File: src/rtl/alu_exec_seq.sv
// Execute-stage sequencer: IDLE->READ->EXEC->WB, one instruction per 4 cycles.
// Optional condition evaluation enabled by defining ALU_SEQ_COND_EN.
module alu_exec_seq #(
  parameter int unsigned DATA_W    = 32,
  parameter int unsigned REG_AW    = 4,
  parameter int unsigned UOP_W     = 5,
  parameter logic [3:0]  FLAGS_RST = 4'b0000
) (
  input  logic              clk,
  input  logic              rst,
  input  logic              in_valid,
  output logic              in_ready,
  input  logic [UOP_W-1:0]  in_uop,
  input  logic [3:0]        in_cond,
  input  logic              in_s,
  input  logic [REG_AW-1:0] in_rd,
  input  logic [REG_AW-1:0] in_rn,
  input  logic [REG_AW-1:0] in_rm,
  input  logic              in_use_imm,
  input  logic [DATA_W-1:0] in_imm,
  output logic [REG_AW-1:0] rf_raddr_a,
  output logic [REG_AW-1:0] rf_raddr_b,
  input  logic [DATA_W-1:0] rf_rdata_a,
  input  logic [DATA_W-1:0] rf_rdata_b,
  output logic              rf_we,
  output logic [REG_AW-1:0] rf_waddr,
  output logic [DATA_W-1:0] rf_wdata,
  output logic [DATA_W-1:0] alu_lhs,
  output logic [DATA_W-1:0] alu_rhs,
  output logic [UOP_W-1:0]  alu_uop,
  input  logic [DATA_W-1:0] alu_out,
  input  logic [3:0]        alu_flags,
  output logic [3:0]        flags_q,
  output logic              done,
  output logic              skipped,
  output logic              illegal
);

  localparam logic [UOP_W-1:0] UOP_NOP = UOP_W'(0);
  localparam logic [UOP_W-1:0] UOP_CMP = UOP_W'(5);
  localparam logic [UOP_W-1:0] UOP_MAX = UOP_W'(8);

  typedef enum logic [1:0] {
    S_IDLE,
    S_READ,
    S_EXEC,
    S_WB
  } state_t;

  state_t              state;
  logic [UOP_W-1:0]    uop_q;
  logic                s_q;
  logic [REG_AW-1:0]   rd_q;
  logic                use_imm_q;
  logic [DATA_W-1:0]   imm_q;
  logic                pass_q;
  logic                legal_q;
  logic                pass_c;
  logic                legal_c;
  logic                exe_c;
  logic                wr_c;
  logic                flag_upd_c;

`ifdef ALU_SEQ_COND_EN
  logic [3:0] cond_q;

  // ARM condition evaluation against flags ordered [Z,C,N,V]
  function automatic logic cond_eval(input logic [3:0] c, input logic [3:0] f);
    logic z, cy, n, v;
    z  = f[3];
    cy = f[2];
    n  = f[1];
    v  = f[0];
    case (c)
      4'd0:    cond_eval = z;
      4'd1:    cond_eval = !z;
      4'd2:    cond_eval = cy;
      4'd3:    cond_eval = !cy;
      4'd4:    cond_eval = n;
      4'd5:    cond_eval = !n;
      4'd6:    cond_eval = v;
      4'd7:    cond_eval = !v;
      4'd8:    cond_eval = cy & !z;
      4'd9:    cond_eval = !cy | z;
      4'd10:   cond_eval = (n == v);
      4'd11:   cond_eval = (n != v);
      4'd12:   cond_eval = !z & (n == v);
      4'd13:   cond_eval = z | (n != v);
      4'd14:   cond_eval = 1'b1;
      default: cond_eval = 1'b0;
    endcase
  endfunction

  assign pass_c = cond_eval(cond_q, flags_q);
`else
  logic cond_unused;
  assign cond_unused = ^in_cond;
  assign pass_c      = 1'b1;
`endif

  assign legal_c    = (uop_q <= UOP_MAX);
  assign exe_c      = pass_q & legal_q;
  assign wr_c       = exe_c & (uop_q != UOP_NOP) & (uop_q != UOP_CMP);
  assign flag_upd_c = exe_c & (uop_q != UOP_NOP) & (s_q | (uop_q == UOP_CMP));

  // Operands are only presented while the regfile data is valid
  assign alu_lhs = (state == S_EXEC) ? rf_rdata_a : '0;
  assign alu_rhs = (state == S_EXEC) ? (use_imm_q ? imm_q : rf_rdata_b) : '0;

  always_ff @(posedge clk) begin
    if (rst) begin
      state      <= S_IDLE;
      in_ready   <= 1'b1;
      uop_q      <= '0;
      s_q        <= 1'b0;
      rd_q       <= '0;
      use_imm_q  <= 1'b0;
      imm_q      <= '0;
      pass_q     <= 1'b0;
      legal_q    <= 1'b0;
      rf_raddr_a <= '0;
      rf_raddr_b <= '0;
      rf_we      <= 1'b0;
      rf_waddr   <= '0;
      rf_wdata   <= '0;
      alu_uop    <= '0;
      flags_q    <= FLAGS_RST;
      done       <= 1'b0;
      skipped    <= 1'b0;
      illegal    <= 1'b0;
`ifdef ALU_SEQ_COND_EN
      cond_q     <= 4'd0;
`endif
    end else begin
      case (state)
        S_IDLE: begin
          rf_we   <= 1'b0;
          done    <= 1'b0;
          skipped <= 1'b0;
          illegal <= 1'b0;
          if (in_valid && in_ready) begin
            uop_q      <= in_uop;
            s_q        <= in_s;
            rd_q       <= in_rd;
            use_imm_q  <= in_use_imm;
            imm_q      <= in_imm;
            rf_raddr_a <= in_rn;
            rf_raddr_b <= in_rm;
`ifdef ALU_SEQ_COND_EN
            cond_q     <= in_cond;
`endif
            in_ready   <= 1'b0;
            state      <= S_READ;
          end
        end
        // flags_q is stable until EXEC ends, so the decision can be taken here
        S_READ: begin
          pass_q  <= pass_c;
          legal_q <= legal_c;
          alu_uop <= (pass_c && legal_c) ? uop_q : '0;
          state   <= S_EXEC;
        end
        S_EXEC: begin
          alu_uop  <= '0;
          rf_wdata <= alu_out;
          rf_waddr <= rd_q;
          rf_we    <= wr_c;
          done     <= 1'b1;
          skipped  <= !pass_q & legal_q;
          illegal  <= !legal_q;
          if (flag_upd_c) flags_q <= alu_flags;
          state    <= S_WB;
        end
        S_WB: begin
          rf_we    <= 1'b0;
          done     <= 1'b0;
          skipped  <= 1'b0;
          illegal  <= 1'b0;
          in_ready <= 1'b1;
          state    <= S_IDLE;
        end
        default: begin
          in_ready <= 1'b1;
          state    <= S_IDLE;
        end
      endcase
    end
  end

endmodule

File: config.mk
export PLATFORM = sky130hd
export DESIGN_NAME = alu_exec_seq
export DESIGN_NICKNAME = d
export VERILOG_FILES = /design/src/rtl/alu_exec_seq.sv
export SDC_FILE = /design/constraint.sdc
export NUM_CORES = 1
export LEC_CHECK = 0
export CELL_PAD_IN_SITES_DETAIL_PLACEMENT = 0
export CELL_PAD_IN_SITES_GLOBAL_PLACEMENT = 1
export CORE_AREA = 4 4 108 110
export CTS_CLUSTER_SIZE = 40
export DETAILED_ROUTE_END_ITERATION = 12
export DIE_AREA = 0 0 112 114
export DONT_BUFFER_PORTS = 1
export HOLD_SLACK_MARGIN = 0.02
export PLACE_DENSITY_LB_ADDON = 0.05
export RECOVER_POWER = 100
export SKIP_LAST_GASP = 1
export SYNTH_ARGS = -nofsm -noshare
export SYNTH_HDL_FRONTEND = slang
export SYNTH_SLANG_ARGS = --single-unit
File: constraint.sdc
create_clock -name clk -period 3.4 [get_ports clk]
set_input_delay 0.85 -clock clk [delete_from_list [all_inputs] [get_ports clk]]
set_output_delay 0.85 -clock clk [all_outputs]
set_load 0.01 [all_outputs]
==> out/qor_table.md, run 1 <==
| Item | Value | Unit |
|:---|:---|:---|
| Number of nets with antenna violations after detailed routing | 0 | - |
| CTS hold repair buffers | 0 | - |
| Failing checks | max-capacitance violations, max-slew violations | - |
| Worst setup startpoint | state[0]$_SDFFE_PP0P_ | - |
| Leading cell type in the layout, fill and taps excluded | sky130_fd_sc_hd__nand2_1 | - |
| Worst-case clock skew | 0.008131 | ns |
| Cell type with the largest total area after synthesis | sky130_fd_sc_hd__dfxtp_1 | - |
| Summed negative setup slack over all endpoints | 0 | ns |
| Largest driver fanout on the critical path | 82 | - |
| Fraction of final layout cells with drive strength greater than 1 | 0.04475 | - |
| Pin count of the biggest net entering global routing | 110 | - |
| Worst IR Drop VDD | 0.2924 | mV |
| Deepest level of the CTS H-tree | 3 | - |
| Ratio of total power to cell area | 769.5 | nW/um^2 |
| Placed cell areas | 4652 | sq um |
| First DRT Iteration DRCs | 149 | - |
| Sequential fraction of the synthesis area | 0.4553 | - |
| WL/cell | 18.06 | microns |
| Overall routing resource usage | 0.1748 | - |
| Tot Pwr | 3.723 | mW |
| Top cells by area, synth | sky130_fd_sc_hd__dfxtp_1 (46%), sky130_fd_sc_hd__mux2i_1 (16%), sky130_fd_sc_hd__nand2_1 (8.7%) | - |
| Starting density of the core | 0.4316 | - |
| Core Area | 10700 | sq um |
| Detailed-router iteration count before antenna repair | 4 | - |
| Count of standard-cell rows | 38 | - |
| I/O Buffers | 0 | - |
| Delay-heaviest family, CP | buffers and inverters | - |
| Routed vias/inst | 5.248 | - |
| Outcome | finished with violations | - |
| Clock latency of the later-clocked register in the worst-skew pair | 0.36 | ns |
| Worst path slowest cell | sky130_fd_sc_hd__clkbuf_1 | - |
| Net count reported at finish | 674 | - |
| Delay of the slowest critical-path stage | 1.20 | ns |
| Slew of the pin with the lowest slew margin | 1.787 | ns |
| Area enclosed by the die boundary | 12770 | sq um |
| Antenna violations before repair | 0 | - |
| DRC violations left | 0 | - |
| Fin Hold WS | 0.4544 | ns |
| Number of distinct standard cells referenced by the synthesized netlist | 30 | - |
| Count of warnings emitted by yosys | 0 | - |
| Synthesized netlist net count | 701 | - |
| Final HPWL from detailed placement | 8577 | microns |
| Post-synthesis sequential element count | 105 | - |
| Diode insertion count for antenna repair | 0 | - |
| Unrepaired setup endpoints after global routing | false | - |
| Critical Setup Path Class | reg2reg | - |
| Cells along the critical path | inv_1, ha_4, clkbuf_1, nor4b_2, a21oi_1, nor2_1 | - |
| Die extent in x | 112 | microns |
| Startpoint type of the worst setup path | flip-flop | - |
| Number of stages on the worst hold path | 2 | - |
| Count of boundary I/O pins | 280 | - |
| Vertical die dimension | 114 | microns |
| Number of buffers between clock root and the deepest sink | 2 | - |
| Fraction of the cycle the final worst path needs | 0.8507 | - |
| Achievable Freq | 345.8 | MHz |
| Total wirelength of the detailed-routed design | 11810 | microns |
| # setup viols final | 0 | - |
| Placed Cells | 640 | - |
| CTS root buffer | sky130_fd_sc_hd__clkbuf_8 | - |
| Max-slew headroom at the worst pin | -0.1916 | - |
| Reg-to-reg setup timing slack | 0.51 | ns |
| Clock slew at reported path FFs | 0.09 | ns |
| GR Overflow Total | 0 | - |
| Wire length of the first global-routing pass | 17820 | microns |
| Max-cap check violation count | 2 | - |
| WP buf/inv | 2 | - |
| Type of the worst min-delay path | reg2reg | - |
| Synth-to-layout area growth | 4.797 | % |
| Reg-to-reg critical path startpoint | state[0]$_SDFFE_PP0P_ | - |
| TritonCTS sink count | 105 | - |
| Number of clock buffers inserted by TritonCTS | 9 | - |
| Depth of the most critical reg-to-reg path | 6 | - |
| Max Transition Viols Final | 76 | - |
| Placer congestion estimate | 0.7619 | - |
| Via count of the first global-routing pass | 3383 | - |
| Worst r2r dst | alu_uop[0]$_SDFFE_PP0P_ | - |
| Setup Fix Bufs, Post-CTS | 0 | - |
| Number of hold violations in the final report | 0 | - |
| Crit path capture type | flip-flop | - |
| Synth top area share | 0.4553 | - |
| Number of cells upsized or downsized after cts | 0 | - |
| LEAKAGE | 1.671 | nW |
| Layout Cell Area excl Fill | 4838 | sq um |
| End point of the worst hold path | imm_q[4]$_SDFFE_PP0P_ | - |
| Clock tree from TritonCTS | yes | - |
| Vias | 3432 | - |
| Mapped cell area | 4617 | sq um |
| Highest-count cells in the layout ignoring fill and taps | sky130_fd_sc_hd__nand2_1 (107), sky130_fd_sc_hd__dfxtp_1 (104), sky130_fd_sc_hd__mux2i_1 (73), sky130_fd_sc_hd__a21oi_1 (60), sky130_fd_sc_hd__nor2_1 (45) | - |
| Post-Synthesis Mean Instance Area | 8.582 | sq um |
| Post-route insts no fill | 654 | - |
| Synthesized netlist cell count | 538 | - |
| Arrival time of data at the critical path endpoint | 3.15 | ns |
| Data required time of the critical path | 3.66 | ns |
| Time the final worst path needs with I/O delays and setup | 2.892 | ns |
| Startpoint of the most critical hold path | imm_q[4]$_SDFFE_PP0P_ | - |
sequential cells by signal, indices dropped and copies added, names as in the netlist:
name and count:
rf_raddr_b 4, flags_q 4, rf_waddr 4, illegal 1
alu_uop 5, pass_q 1, state 2, legal_q 1
done 1, uop_q 5, in_ready 1, rf_we 1
s_q 1, skipped 1, rd_q 4, rf_raddr_a 4
rf_wdata 32, imm_q 32, use_imm_q 1
per-stage QoR:
step | utilization | worst slack, ns
floorplan | - | 1.257
global placement | 0.4349 | 1.076
CTS | 0.4538 | 0.6210
detailed placement | 0.4349 | 1.044
global route | 0.4523 | 0.2389
finish | 0.4523 | 0.5077
kinds of logic after synthesis:
group | after synthesis | share of synthesized area
buf+inv | 43 | 0.04119
xor+xnor | 1 | 0.001897
mux | 73 | 0.1583
flops | 105 | 0.4553
simple gates | 245 | 0.2561
fa+ha+maj | 5 | 0.01355
compound gates | 66 | 0.07372
worst register-to-register path, cell delays in order (launching register included):
cell                       delay [ns]
sky130_fd_sc_hd__dfxtp_1         0.35
sky130_fd_sc_hd__inv_1           0.15
sky130_fd_sc_hd__ha_4            0.64
sky130_fd_sc_hd__clkbuf_1        1.20
sky130_fd_sc_hd__nor4b_2         0.19
sky130_fd_sc_hd__a21oi_1         0.22
sky130_fd_sc_hd__nor2_1          0.05
synthesized netlist by cell type:
library cell               number
sky130_fd_sc_hd__clkbuf_1      18
sky130_fd_sc_hd__xnor2_1        1
sky130_fd_sc_hd__nand3_1        5
sky130_fd_sc_hd__nor4_2         1
sky130_fd_sc_hd__buf_1          2
sky130_fd_sc_hd__o22ai_1        1
sky130_fd_sc_hd__nand2b_1      10
sky130_fd_sc_hd__nor3_1         1
sky130_fd_sc_hd__inv_1          2
sky130_fd_sc_hd__nor4b_2        1
sky130_fd_sc_hd__and2_1        32
sky130_fd_sc_hd__ha_1           5
sky130_fd_sc_hd__nand2_1      107
sky130_fd_sc_hd__a32oi_1        1
sky130_fd_sc_hd__mux2i_1       73
sky130_fd_sc_hd__buf_2         20
sky130_fd_sc_hd__dfxtp_1      105
sky130_fd_sc_hd__nor3b_1        2
sky130_fd_sc_hd__a31oi_1        1
sky130_fd_sc_hd__nand4b_1       1
sky130_fd_sc_hd__o21ai_0        2
sky130_fd_sc_hd__a211o_1        1
sky130_fd_sc_hd__a21oi_1       60
sky130_fd_sc_hd__nor2_1        45
sky130_fd_sc_hd__nor3_2         1
sky130_fd_sc_hd__buf_4          1
sky130_fd_sc_hd__nor3_4         1
sky130_fd_sc_hd__and3_1         1
sky130_fd_sc_hd__and2b_4        1
sky130_fd_sc_hd__nor2b_1       36
report_power, final:
group | internal (mW) | leakage [nW] | switching (mW) | total, mW
clock network | 0.393 | 0.101 | 0.395 | 0.789
logic | 0.493 | 0.715 | 0.727 | 1.22
registers | 1.46 | 0.856 | 0.249 | 1.71
how the worst max path moves through the flow:
| stage | endpoint | slack (ns) | cells past startpoint |
|---|---|---|---|
| after global placement | alu_rhs[30] | 1.08 | 3 |
| after detailed placement | alu_rhs[30] | 1.04 | 3 |
| after global routing | alu_uop[0]$_SDFFE_PP0P_ | 0.24 | 6 |
| after CTS | alu_rhs[30] | 0.62 | 3 |
| after floorplan | alu_rhs[26] | 1.26 | 6 |
| final | alu_uop[0]$_SDFFE_PP0P_ | 0.51 | 6 |
area by class of cell:
cell class              count  area (sq um)
multi-input cells         390          2331
inverters                   2         7.507
well taps                 140         175.2
fillers                  1092          5859
clock inverters             2         37.54
flip-flops and latches    105          2103
clock buffers              12         165.2
repair buffers              3         18.77
layer usage:
metal	global-route usage	part of all wire
met5	0	0
met4	0.07051	0.018
met3	0.05305	0.083
met2	0.2826	0.47
met1	0.2193	0.43
Power figures use the tool's default switching activity.
==> run 2, diff against run 1 <==
Settings changed: MAX_ROUTING_LAYER set to met4.
==> out/qor_table.md, run 2 (same netlist as run 1, synthesis figures left out) <==
| Item | Value | Unit | vs previous |
|:---|:---|:---|:---|
| Clock tree from TritonCTS | yes | - |  |
| Max-cap check violation count | 2 | - | unchanged |
| Leading cell type in the layout, fill and taps excluded | sky130_fd_sc_hd__nand2_1 | - |  |
| Core occupancy in the finished layout | 0.4523 | - | unchanged |
| Wire length of the first global-routing pass | 17850 | microns | +0.16% |
| Number of nets with antenna violations after detailed routing | 0 | - | unchanged |
| Deepest level of the CTS H-tree | 3 | - | unchanged |
| TritonCTS sink count | 105 | - | unchanged |
| Number of buffers between clock root and the deepest sink | 2 | - | unchanged |
| Number of cells upsized or downsized after cts | 0 | - | unchanged |
| Slew of the pin with the lowest slew margin | 1.800 | ns | +0.01281 ns |
| Type of the worst min-delay path | reg2reg | - |  |
| First DRT Iteration DRCs | 162 | - | +8.7% |
| Fillcell total | 1092 | - | unchanged |
| Setup Fix Bufs, Post-CTS | 0 | - | unchanged |
| Diode insertion count for antenna repair | 0 | - | unchanged |
| CTS hold repair buffers | 0 | - | unchanged |
| Routed vias/inst | 5.260 | - | +0.23% |
| Net count reported at finish | 674 | - | unchanged |
| Area enclosed by the die boundary | 12770 | sq um | unchanged |
| Failing checks | max-capacitance violations, max-slew violations | - |  |
| Core Area | 10700 | sq um | unchanged |
| Detailed-router iteration count before antenna repair | 4 | - | unchanged |
| Count of boundary I/O pins | 280 | - | unchanged |
| Worst-case clock skew | 0.008944 | ns | +0.0008128 ns |
| LEAKAGE | 1.671 | nW | unchanged |
| Count of standard-cell rows | 38 | - | unchanged |
| DRC violations left | 0 | - | unchanged |
| I/O Buffers | 0 | - | unchanged |
| Number of hold violations in the final report | 0 | - | unchanged |
| Largest driver fanout on the critical path | 82 | - | unchanged |
| Critical Setup Path Class | reg2reg | - |  |
| Summed negative setup slack over all endpoints | 0 | ns | unchanged |
| Overall routing resource usage | 0.1804 | - | +0.005605 |
| Fraction of the cycle the final worst path needs | 0.8441 | - | -0.006542 |
| Area taken by flip-flops and latches | 2103 | sq um | unchanged |
| Biggest regs | imm_q: 32 flops, rf_wdata: 32 flops | - |  |
| Vertical die dimension | 114 | microns | unchanged |
| Via count of the first global-routing pass | 3381 | - | -0.059% |
| Max Transition Viols Final | 76 | - | unchanged |
| WL/cell | 18.02 | microns | -0.24% |
| Area of combinational cells with multiple inputs | 2331 | sq um | unchanged |
| Synth-to-layout area growth | 4.797 | % | unchanged |
| Fraction of final layout cells with drive strength greater than 1 | 0.04475 | - | unchanged |
| CTS root buffer | sky130_fd_sc_hd__clkbuf_8 | - |  |
| Crit path capture type | flip-flop | - |  |
| Outcome | finished with violations | - |  |
| Data required time of the critical path | 3.66 | ns | about the same |
| Total wirelength of the detailed-routed design | 11790 | microns | -0.24% |
| Starting density of the core | 0.4316 | - | unchanged |
| Startpoint type of the worst setup path | flip-flop | - |  |
| GR Overflow Total | 0 | - | unchanged |
| Antenna violations before repair | 0 | - | unchanged |
| Clock latency of the later-clocked register in the worst-skew pair | 0.36 | ns | about the same |
| Unrepaired setup endpoints after global routing | false | - |  |
| Die extent in x | 112 | microns | unchanged |
| Pin count of the biggest net entering global routing | 110 | - | unchanged |
| Ratio of total power to cell area | 768.9 | nW/um^2 | about the same |
| Placer congestion estimate | 0.7720 | - | +1.3% |
| Clock slew at reported path FFs | 0.09 | ns | about the same |
| Worst IR Drop VDD | 0.2918 | mV | -0.21% |
| Number of clock buffers inserted by TritonCTS | 9 | - | unchanged |
| Highest-count cells in the layout ignoring fill and taps | sky130_fd_sc_hd__nand2_1 (107), sky130_fd_sc_hd__dfxtp_1 (104), sky130_fd_sc_hd__mux2i_1 (73), sky130_fd_sc_hd__a21oi_1 (60), sky130_fd_sc_hd__nor2_1 (45) | - |  |
| Vias | 3440 | - | +0.23% |
| Max-slew headroom at the worst pin | -0.2001 | - | -0.008542 |
| # setup viols final | 0 | - | unchanged |
| Achievable Freq | 348.4 | MHz | +0.78% |
| Arrival time of data at the critical path endpoint | 3.13 | ns | -0.02 ns |
| Time the final worst path needs with I/O delays and setup | 2.870 | ns | -0.02224 ns |
| Final HPWL from detailed placement | 8577 | microns | unchanged |
run 2: cell counts in the layout (fill, tap and decap cells not counted):
Identical to the previous run, type by type.
run 2: where the power goes:
group	total [mW]	leakage (nW)	switching, mW	internal, mW
clock	0.788	0.101	0.395	0.393
sequential	1.71	0.856	0.249	1.46
combinational	1.22	0.715	0.725	0.493
run 2: final timing paths:
kind	startpoint	to	slack [ns]	depth (start not counted)
worst min register to register	imm_q[8]$_SDFFE_PP0P_	imm_q[8]$_SDFFE_PP0P_	0.46	2
worst max-delay path	state[0]$_SDFFE_PP0P_	alu_uop[0]$_SDFFE_PP0P_	0.53	6
worst min-delay path	imm_q[8]$_SDFFE_PP0P_	imm_q[8]$_SDFFE_PP0P_	0.46	2
worst max register to register	state[0]$_SDFFE_PP0P_	alu_uop[0]$_SDFFE_PP0P_	0.53	6
run 2: area by class of cell:
type | instances | area share
Clock inverter | 2 | 0.007758
Sequential cell | 105 | 0.4347
Timing Repair Buffer | 3 | 0.003879
Multi-Input combinational cell | 390 | 0.4818
Inverter | 2 | 0.001552
Clock buffer | 12 | 0.03413
Tap cell | 140 | 0.03620
run 2: metrics by stage:
step | power, mW | hold WS [ns] | std cells | area (sq um) | setup WS [ns]
after global routing | 4.020 | 0.4723 | 654 | 4838 | 0.2389
after global placement | 2.958 | 0.4375 | 640 | 4652 | 1.076
after floorplan | 2.760 | 0.4358 | 538 | 4617 | 1.257
after CTS | 3.796 | 0.4576 | 654 | 4855 | 0.6210
final | 3.720 | 0.4584 | 654 | 4838 | 0.5300
after detailed placement | 2.993 | 0.4434 | 640 | 4652 | 1.044
run 2: layer usage:
metal  wire length, microns  global-route usage
met4                    216             0.07051
met2                   5600              0.2810
met5                      0                   -
met3                    910             0.04828
met1                   5058              0.2249
run 2: critical path, cell delays in order (launching register included):
cell and delay (ns):
sky130_fd_sc_hd__dfxtp_1 0.35, sky130_fd_sc_hd__inv_1 0.15, sky130_fd_sc_hd__ha_4 0.64, sky130_fd_sc_hd__clkbuf_1 1.18, sky130_fd_sc_hd__nor4b_2 0.17, sky130_fd_sc_hd__a21oi_1 0.22, sky130_fd_sc_hd__nor2_1 0.05
